--- src/rtl/float_mul_param.sv ---
// Parametrised multi-cycle floating-point multiplier with RNE rounding,
// special-case handling, saturation flags and a busy/ready handshake.
//
// Ports:
//   clk        rising-edge clock
//   rst        asynchronous active-low reset
//   start      request, sampled only while idle
//   float_in_1 operand A {sign, exp, man}
//   float_in_2 operand B {sign, exp, man}
//   float_out  product, held until the next result
//   ready      one-cycle pulse when float_out is updated
//   busy       high while an operation is in flight
//   overflow   result saturated to infinity (valid with ready, held)
//   underflow  result flushed to zero (valid with ready, held)
//   invalid    NaN produced (valid with ready, held)
module float_mul_param #(
  parameter int EXP_W = 8,
  parameter int MAN_W = 23
) (
  input  logic               clk,
  input  logic               rst,
  input  logic               start,
  input  logic [EXP_W+MAN_W:0] float_in_1,
  input  logic [EXP_W+MAN_W:0] float_in_2,
  output logic [EXP_W+MAN_W:0] float_out,
  output logic               ready,
  output logic               busy,
  output logic               overflow,
  output logic               underflow,
  output logic               invalid
);

  localparam int W  = 1 + EXP_W + MAN_W;
  localparam int PW = 2 * MAN_W + 2;
  localparam int EW = EXP_W + 2;

  localparam logic signed [EW-1:0] BIAS =
    EW'((1 << (EXP_W - 1)) - 1);
  localparam logic signed [EW-1:0] EMAX =
    EW'((1 << EXP_W) - 1);

  localparam logic [W-1:0] QNAN =
    {1'b0, {EXP_W{1'b1}}, 1'b1, {(MAN_W-1){1'b0}}};

  typedef enum logic [2:0] {
    IDLE, MUL, NORM, ROUND, FINISH
  } state_t;

  typedef enum logic [1:0] {
    SP_NONE, SP_NAN, SP_INF, SP_ZERO
  } spec_t;

  state_t state;

  logic [W-1:0]           a_q;
  logic [W-1:0]           b_q;
  logic                   sign_q;
  logic signed [EW-1:0]   exp_q;
  logic [PW-1:0]          prod_q;
  spec_t                  spec_q;
  logic [MAN_W-1:0]       frac_q;
  logic                   guard_q;
  logic                   sticky_q;

  logic [EXP_W-1:0] ea;
  logic [EXP_W-1:0] eb;
  logic [MAN_W-1:0] ma;
  logic [MAN_W-1:0] mb;

  assign ea = a_q[W-2:MAN_W];
  assign eb = b_q[W-2:MAN_W];
  assign ma = a_q[MAN_W-1:0];
  assign mb = b_q[MAN_W-1:0];

  // MUL stage: classify, exponent sum, mantissa product
  logic                 nan_a, nan_b;
  logic                 inf_a, inf_b;
  logic                 zro_a, zro_b;
  spec_t                m_spec;
  logic signed [EW-1:0] m_exp;
  logic [PW-1:0]        m_ma;
  logic [PW-1:0]        m_mb;
  logic [PW-1:0]        m_prod;

  always_comb begin
    nan_a = (&ea) && (ma != '0);
    nan_b = (&eb) && (mb != '0);
    inf_a = (&ea) && (ma == '0);
    inf_b = (&eb) && (mb == '0);
    // Denormals are flushed, so exp == 0 means zero.
    zro_a = (ea == '0);
    zro_b = (eb == '0);
    m_spec = SP_NONE;
    if (nan_a || nan_b)
      m_spec = SP_NAN;
    else if ((inf_a && zro_b) || (zro_a && inf_b))
      m_spec = SP_NAN;
    else if (inf_a || inf_b)
      m_spec = SP_INF;
    else if (zro_a || zro_b)
      m_spec = SP_ZERO;
    m_exp = $signed({2'b00, ea})
          + $signed({2'b00, eb})
          - BIAS;
    m_ma = PW'({1'b1, ma});
    m_mb = PW'({1'b1, mb});
    m_prod = m_ma * m_mb;
  end

  // NORM stage: product lies in [1,4); pick the hidden-bit position
  logic [MAN_W-1:0]     n_frac;
  logic                 n_guard;
  logic                 n_sticky;
  logic signed [EW-1:0] n_exp;

  always_comb begin
    n_frac   = prod_q[PW-3 -: MAN_W];
    n_guard  = prod_q[MAN_W-1];
    n_sticky = |prod_q[MAN_W-2:0];
    n_exp    = exp_q;
    if (prod_q[PW-1]) begin
      n_frac   = prod_q[PW-2 -: MAN_W];
      n_guard  = prod_q[MAN_W];
      n_sticky = |prod_q[MAN_W-1:0];
      n_exp    = exp_q + EW'(1);
    end
  end

  // ROUND stage: round to nearest, ties to even
  logic                 r_inc;
  logic [MAN_W:0]       r_sum;
  logic signed [EW-1:0] r_exp;

  always_comb begin
    r_inc = guard_q & (sticky_q | frac_q[0]);
    r_sum = {1'b0, frac_q} + (MAN_W+1)'(r_inc);
    // Carry out leaves the fraction at zero, i.e. 1.0 * 2^(e+1).
    r_exp = exp_q + EW'(r_sum[MAN_W]);
  end

  // FINISH stage: pack result and flags
  logic [W-1:0] f_out;
  logic         f_ovf;
  logic         f_unf;
  logic         f_inv;

  always_comb begin
    f_out = {sign_q, exp_q[EXP_W-1:0], frac_q};
    f_ovf = 1'b0;
    f_unf = 1'b0;
    f_inv = 1'b0;
    unique case (spec_q)
      SP_NAN: begin
        f_out = QNAN;
        f_inv = 1'b1;
      end
      SP_INF: begin
        f_out = {sign_q, {EXP_W{1'b1}}, {MAN_W{1'b0}}};
      end
      SP_ZERO: begin
        f_out = {sign_q, {(W-1){1'b0}}};
      end
      default: begin
        if (exp_q >= EMAX) begin
          f_out = {sign_q, {EXP_W{1'b1}}, {MAN_W{1'b0}}};
          f_ovf = 1'b1;
        end else if (exp_q[EW-1] || exp_q == '0) begin
          f_out = {sign_q, {(W-1){1'b0}}};
          f_unf = 1'b1;
        end
      end
    endcase
  end

  always_ff @(posedge clk or negedge rst) begin
    if (!rst) begin
      state     <= IDLE;
      a_q       <= '0;
      b_q       <= '0;
      sign_q    <= 1'b0;
      exp_q     <= '0;
      prod_q    <= '0;
      spec_q    <= SP_NONE;
      frac_q    <= '0;
      guard_q   <= 1'b0;
      sticky_q  <= 1'b0;
      float_out <= '0;
      ready     <= 1'b0;
      busy      <= 1'b0;
      overflow  <= 1'b0;
      underflow <= 1'b0;
      invalid   <= 1'b0;
    end else begin
      ready <= 1'b0;
      unique case (state)
        IDLE: begin
          if (start) begin
            a_q   <= float_in_1;
            b_q   <= float_in_2;
            busy  <= 1'b1;
            state <= MUL;
          end
        end
        MUL: begin
          sign_q <= a_q[W-1] ^ b_q[W-1];
          exp_q  <= m_exp;
          prod_q <= m_prod;
          spec_q <= m_spec;
          state  <= NORM;
        end
        NORM: begin
          frac_q   <= n_frac;
          guard_q  <= n_guard;
          sticky_q <= n_sticky;
          exp_q    <= n_exp;
          state    <= ROUND;
        end
        ROUND: begin
          frac_q <= r_sum[MAN_W-1:0];
          exp_q  <= r_exp;
          state  <= FINISH;
        end
        FINISH: begin
          // First FINISH cycle writes, second one is the ready cycle.
          if (!ready) begin
            float_out <= f_out;
            overflow  <= f_ovf;
            underflow <= f_unf;
            invalid   <= f_inv;
            ready     <= 1'b1;
          end else begin
            busy  <= 1'b0;
            state <= IDLE;
          end
        end
        default: begin
          busy  <= 1'b0;
          state <= IDLE;
        end
      endcase
    end
  end

endmodule
--- config.mk ---
export PLATFORM = sky130hd
export DESIGN_NAME = float_mul_param
export DESIGN_NICKNAME = d
export VERILOG_FILES = /design/src/rtl/float_mul_param.sv
export SDC_FILE = /design/constraint.sdc
export NUM_CORES = 2
export LEC_CHECK = 0
export ABC_CLOCK_PERIOD_IN_PS = 8250
export BUFFER_PORTS_ARGS = -buffer_cell sky130_fd_sc_hd__buf_2
export CORE_MARGIN = 2
export CORE_UTILIZATION = 65
export CTS_CLUSTER_DIAMETER = 30
export DETAILED_ROUTE_END_ITERATION = 10
export GPL_TIMING_DRIVEN = 0
export PLACE_DENSITY = 0.82
export SYNTH_ARGS = -nofsm -noshare
export SYNTH_HDL_FRONTEND = slang
export SYNTH_SLANG_ARGS = --single-unit
--- constraint.sdc ---
create_clock -name clk -period 8.25 [get_ports clk]
set_clock_uncertainty 0.05 [all_clocks]
set_input_delay 0.825 -clock clk [delete_from_list [all_inputs] [get_ports clk]]
set_output_delay 0.825 -clock clk [all_outputs]
set_load 0.01 [all_outputs]
Yosys cells after proc, flatten, opt, wreduce, memory -nomap -nowiden. Index checks and enable logic that the tools add are counted.

Add/sub/neg operators: 5. Multipliers: 1. $lt $le $gt $ge: 1. Equal/unequal tests: 10. Mux-type cells: 27. Bitwise logic cells: 5. Reductions and logical operators: 32.

Operators with widths (number): $pmux W32 S3 (1); $mux W31 (2); $mul A24 B24 Y48 (1); $logic_not A23 Y1 (2); $pmux W23 S2 (1); $reduce_bool A23 Y1 (2); $pmux W10 S3 (1); $add A23 B1 Y24 (1); $mux W23 (1); $reduce_or A23 Y1 (1); $reduce_or A22 Y1 (1); $logic_not A8 Y1 (2); $reduce_and A8 Y1 (2); $pmux W3 S5 (1); $mux W1 (12); $add A10 B1 Y10 (1); $add A10 B2 Y10 const B (1); $ge A10 B9 Y1 const B (1); $logic_not A10 Y1 (1); $mux W10 (1); $sub A9 B7 Y10 const B (1); $add A8 B8 Y9 (1); $mux W2 (4); $reduce_and A2 Y1 (4); other kinds (19) (35).

Register bits: 190. Output and inout port bits: 37. Word-level logic and storage cells: 97.

Depth between registers and ports, before layout.
Word-level depth: 6. Depth in mapped cells: 27. Gate-level depth less buffers: 24.

Worst setup path before layout. Ideal clock, no wire load.

Path kind: register to register. Start point: register b_q[4]. End point: register prod_q[41]. Arrival: 6.645 ns. Data required time: 8.074 ns. Setup slack: 1.429 ns. Cell stages (with the launch flop): 28. Period minus slack after synthesis: 6.821 ns. Cell sequence: dfrtp_1 -> clkbuf_1 -> clkbuf_1 -> nand2_1 -> fa_1 -> inv_1 -> fa_1 -> inv_1 -> fa_1 -> inv_1 -> fa_1 -> inv_1 -> fa_1 -> inv_1 -> fa_1 -> inv_1 -> fa_1 -> inv_1 -> ha_1 -> buf_2 -> nand2_1 -> nor4_1 -> o21ai_1 -> nand3b_2 -> o31ai_4 -> o41a_4 -> o2111a_1 -> a221o_1.

Longest elaborated chain between the ends: 1.

Ends and longest elaborated chain: start, declared (RTL line 56) `logic [W-1:0] b_q;`; start signal, assigned (RTL line 199) `b_q <= float_in_2;`; $mul A24 B24 Y48 (RTL line 107) `m_prod = m_ma * m_mb;`; end signal, assigned (RTL line 207) `prod_q <= m_prod;`; end, declared (RTL line 59) `logic [PW-1:0] prod_q;`.

Every way passes these cells. A chain may end at the register's enable or synchronous reset.

Worst setup path in the final report.
Start point: register a_q[21]. End point: register prod_q[39].

Longest elaborated chain between the ends: 1.

Ends and longest elaborated chain: start, declared (RTL line 55) `logic [W-1:0] a_q;`; start signal, assigned (RTL line 198) `a_q <= float_in_1;`; $mul A24 B24 Y48 (RTL line 107).

Every way passes these cells.

==> run summary <==
Yosys mapped a number of flops with a built-in enable equal to 0. Number of antenna violations at the first check in global routing: 1. Using the TritonRoute via totals, the vias-per-cell ratio works out to 6.12.

Summing all flip-flop and latch instances after layout gives 4760 µm². By area the synthesized netlist is led by fa_1 (35%), dfrtp_1 (17%), ha_1 (9.0%), inv_1 (7.9%), nand2_1 (5.6%). Clock tree synthesis found a total of 190 sinks. For this design the top-level I/O count stands at 104. Data on the critical path arrives at its endpoint at 8.40 ns.

Counting along the longest clock path gives a buffer depth of 2. Fill cells in the final layout number 3,271. Routability-driven placement finished with a final weighted congestion of 1.07. The worst hold path class was in2async.

The total DRC errors in the routed layout came out at 0. The area added between synthesis and finish works out to 6.92%. The first detailed-routing pass took 6 iterations.

The simple-gate share of the synthesized area was 0.153. The number of buffers added by the clock tree synthesis step was 17. The worst slew margin relative to its limit is 0.311. Summing all multi-input logic gate instances after layout gives 20,000 µm². Setup repair after global routing left no endpoint under its margin. In the synthesized netlist, the cells that appear most often are inv_1 (583), fa_1 (483), nand2_1 (410), and2_1 (244), ha_1 (199). Share of synthesized cell area in full adder, half adder and majority cells: 0.441. The final number of max-transition violations was 0. The number of buffers added for setup after CTS came out at 0. The global-route wire length before repair is 137 mm. The total number of vias was 22,500; the mean post-synth cell area was 9.22 µm².

The floorplan step defined a die boundary enclosing 44,100 µm². The flow ran to the end, and the final reports show no timing, DRC or antenna violations. The critical register-to-register path endpoint is prod_q[39]$_DFFE_PN0P_. The share of the yosys chip area belonging to registers came out at 0.172. STA puts the critical path data required time at 8.48 ns. The worst register-to-register path has a depth of 23. By instance count, the leading cell after synthesis is inv_1. The detailed router finished its first iteration with 2,625 violations.

Clock tree synthesis selected as its root buffer the cell clkbuf_16. The floorplan step set the die height to 210 µm. Entering global routing, the biggest net connects 112 pins. Among all flip-flop cells after synthesis, the most frequent one is dfrtp_1.

At the later pin of the worst-skew pair, clock insertion delay measures 0.45 ns. The dominant combinational cell family by area after synthesis was adder cells. The count of nets left with antenna violations once routing finished came out at 0. The mux share of post-synthesis cell area works out to 0.0310.

The clock slew seen by the registers of the worst setup and hold paths works out to 0.08 ns. Share of post-route cells with drive strength above 1: 0.0806. The total count of hold-check failures in the final report was 0. The worst register-to-register path begins at a_q[21]$_DFFE_PN0P_. After synthesis the cells add up to 27,600 µm².

After the last flow step, the layout net total stands at 3,863. Max-cap violations in this run came to 0. The number of setup violations in the final report was 0; the effective utilization at floorplan was 0.658.

Summed over all instances, the cell type with the most area after synthesis is fa_1. The pin slew with the least headroom to its limit was 1.03 ns. In this run the worst path has a maximum fanout of 10. When the netlist entered floorplanning its net count stood at 3,740.

STA classifies the critical path endpoint as a flip-flop. The XOR/XNOR share of the synthesized area was 0.0149. The type of origin of the critical path was a flip-flop. The area fraction of the dominant cell type after synthesis was 0.351; the total number of yosys warnings was 0.

Synthesis produced 2,991 cells. Excluding fillers, the count of instances in the completed layout stands at 3,672. The worst setup path is of the reg2reg kind. Setup slack of the worst register-to-register path: 0.08 ns. The post-synthesis compound-gate area fraction is 0.0852.

The tools report the worst setup path startpoint as a_q[21]$_DFFE_PN0P_. The logs give 41,900 µm² for the area of the placeable core and 0.421 for the total track usage. Die width: 210 µm.

Once detailed placement completed, the half-perimeter wirelength came to 71.7 mm. TritonCTS built the clock tree. The fraction of registers with async set/reset was 1.00.

The top achievable clock speed was 122 MHz; the number of hold buffers added after cts was 0. The routed design could run at a clock period as short as 8.17 ns. The number of input and output port buffers inserted is 103. Detailed-route wire length: 88.6 mm. Post-detailed-route wirelength per cell: 24.1 µm. The clock tree synthesis step divided the H-tree into 4 levels.

The post-synthesis cell type count was 67. The residual overflow from global routing is 0, and the register bit total from synthesis is 190. In this run the core area contains 75 standard-cell rows. The share of the cycle needed by the critical path after routing is 0.990, and the number of global-route vias before repair is 23,500. Cell total after placement: 3,634.
-- metal layers --
| metal | share of wire | vias up | global-route usage | routed length, µm |
|---|---|---|---|---|
| met5 | 0 | - | 0 | 0 |
| met4 | 0.060 | 0 | 0.215 | 5290 |
| met3 | 0.12 | 302 | 0.121 | 11000 |
| met2 | 0.45 | 1455 | 0.654 | 39600 |
| met1 | 0.37 | 11200 | 0.544 | 32700 |
| li1 | - | 9494 | - | - |
-- critical path, stage by stage, from the launching register on --
cell and delay, ns:
dfrtp_1 0.72, clkbuf_1 0.59, nand2_1 0.17, fa_1 0.57
inv_1 0.05, fa_1 0.47, inv_1 0.05, fa_1 0.49
fa_1 0.52, inv_1 0.05, fa_1 0.51, fa_1 0.50
inv_1 0.05, fa_1 0.58, inv_1 0.09, ha_1 0.28
clkbuf_1 0.32, and3_1 0.35, nand3_1 0.14, a211oi_1 0.51
o21ai_0 0.32, a21oi_1 0.24, mux2i_1 0.20, o311ai_0 0.15
-- cell type report --
type,count,share of cell area
Antenna cell,7,0.000594
Buffer,164,0.0225
Clock buffer,19,0.0150
Clock inverter,12,0.00611
Inverter,587,0.0747
Multi-Input combinational cell,2050,0.678
Sequential cell,190,0.161
Tap cell,539,0.0229
Timing Repair Buffer,104,0.0188
-- state kept, by name (all words and copies together), names as in the netlist, 2 cells and up --
name / count
state: 3
b_q: 32
spec_q: 2
frac_q: 23
exp_q: 10
a_q: 32
float_out: 32
prod_q: 48
-- what timing repair did --
action | 4_1_cts | 5_1_grt
setup endpoints to repair | 9 | 10
gates cloned | 0 | 0
resized for setup | 3 | 66
pin swaps | 0 | 0
-- cells by family (layout without fill, tap and decap cells) --
kind of cell,after synthesis,in the layout
simple gates,875,875
buf+inv,751,886
compound gates,368,368
fa+ha+maj,682,682
xor+xnor,47,47
other cells,0,7
flops,190,190
mux,78,78
-- worst max-delay path by stage --
stage | cells past startpoint | slack, ns | endpoint
after floorplan | 27 | 1.43 | prod_q[41]$_DFFE_PN0P_
after global placement | 22 | -0.14 | prod_q[39]$_DFFE_PN0P_
after detailed placement | 22 | -0.24 | prod_q[39]$_DFFE_PN0P_
after CTS | 22 | 0.07 | prod_q[39]$_DFFE_PN0P_
after global routing | 23 | 0.01 | prod_q[39]$_DFFE_PN0P_
final | 23 | 0.08 | prod_q[39]$_DFFE_PN0P_
-- metrics by stage --
stage / util / hold WS (ns) / area, µm² / setup WS, ns / setup TNS (ns)
2_1_floorplan: - / 0.390 / 27600 / 1.43 / 0
4_1_cts: 0.702 / 0.433 / 29400 / 0.0747 / 0
5_1_grt: 0.703 / 0.462 / 29500 / 0.0134 / 0
3_5_place_dp: 0.687 / 0.419 / 28800 / -0.236 / -0.588
3_3_place_gp: 0.686 / 0.406 / 28800 / -0.144 / -0.233
6_report: 0.703 / 0.413 / 29500 / 0.0796 / 0
-- cells in the final DEF, fill, tap and decap left out, types with 5 or more instances in the layout --
master and n:
nor3_1 12, inv_1 583, buf_1 7, buf_2 110
and2_1 244, a22o_1 22, mux2i_1 18, clkbuf_16 17
o211ai_1 5, a21o_1 28, nor2b_1 7, a221o_1 8
or4_1 5, o22ai_1 18, and3_1 23, nand4_1 26
mux2_2 60, o21ai_0 110, a31oi_1 10, xnor2_1 31
clkbuf_1 119, o31ai_1 8, o21bai_1 9, xor2_1 16
o21a_1 9, nor2_1 82, diode_2 7, clkbuf_2 31
dfrtp_1 189, a21oi_1 93, ha_1 199, o21ai_1 12
nand2_1 410, nor4_1 19, fa_1 483, nand3_1 27
nand2b_1 6
Power is not shown: default switching activity piles up to over one toggle a cycle in this logic, so the estimate is an artifact.
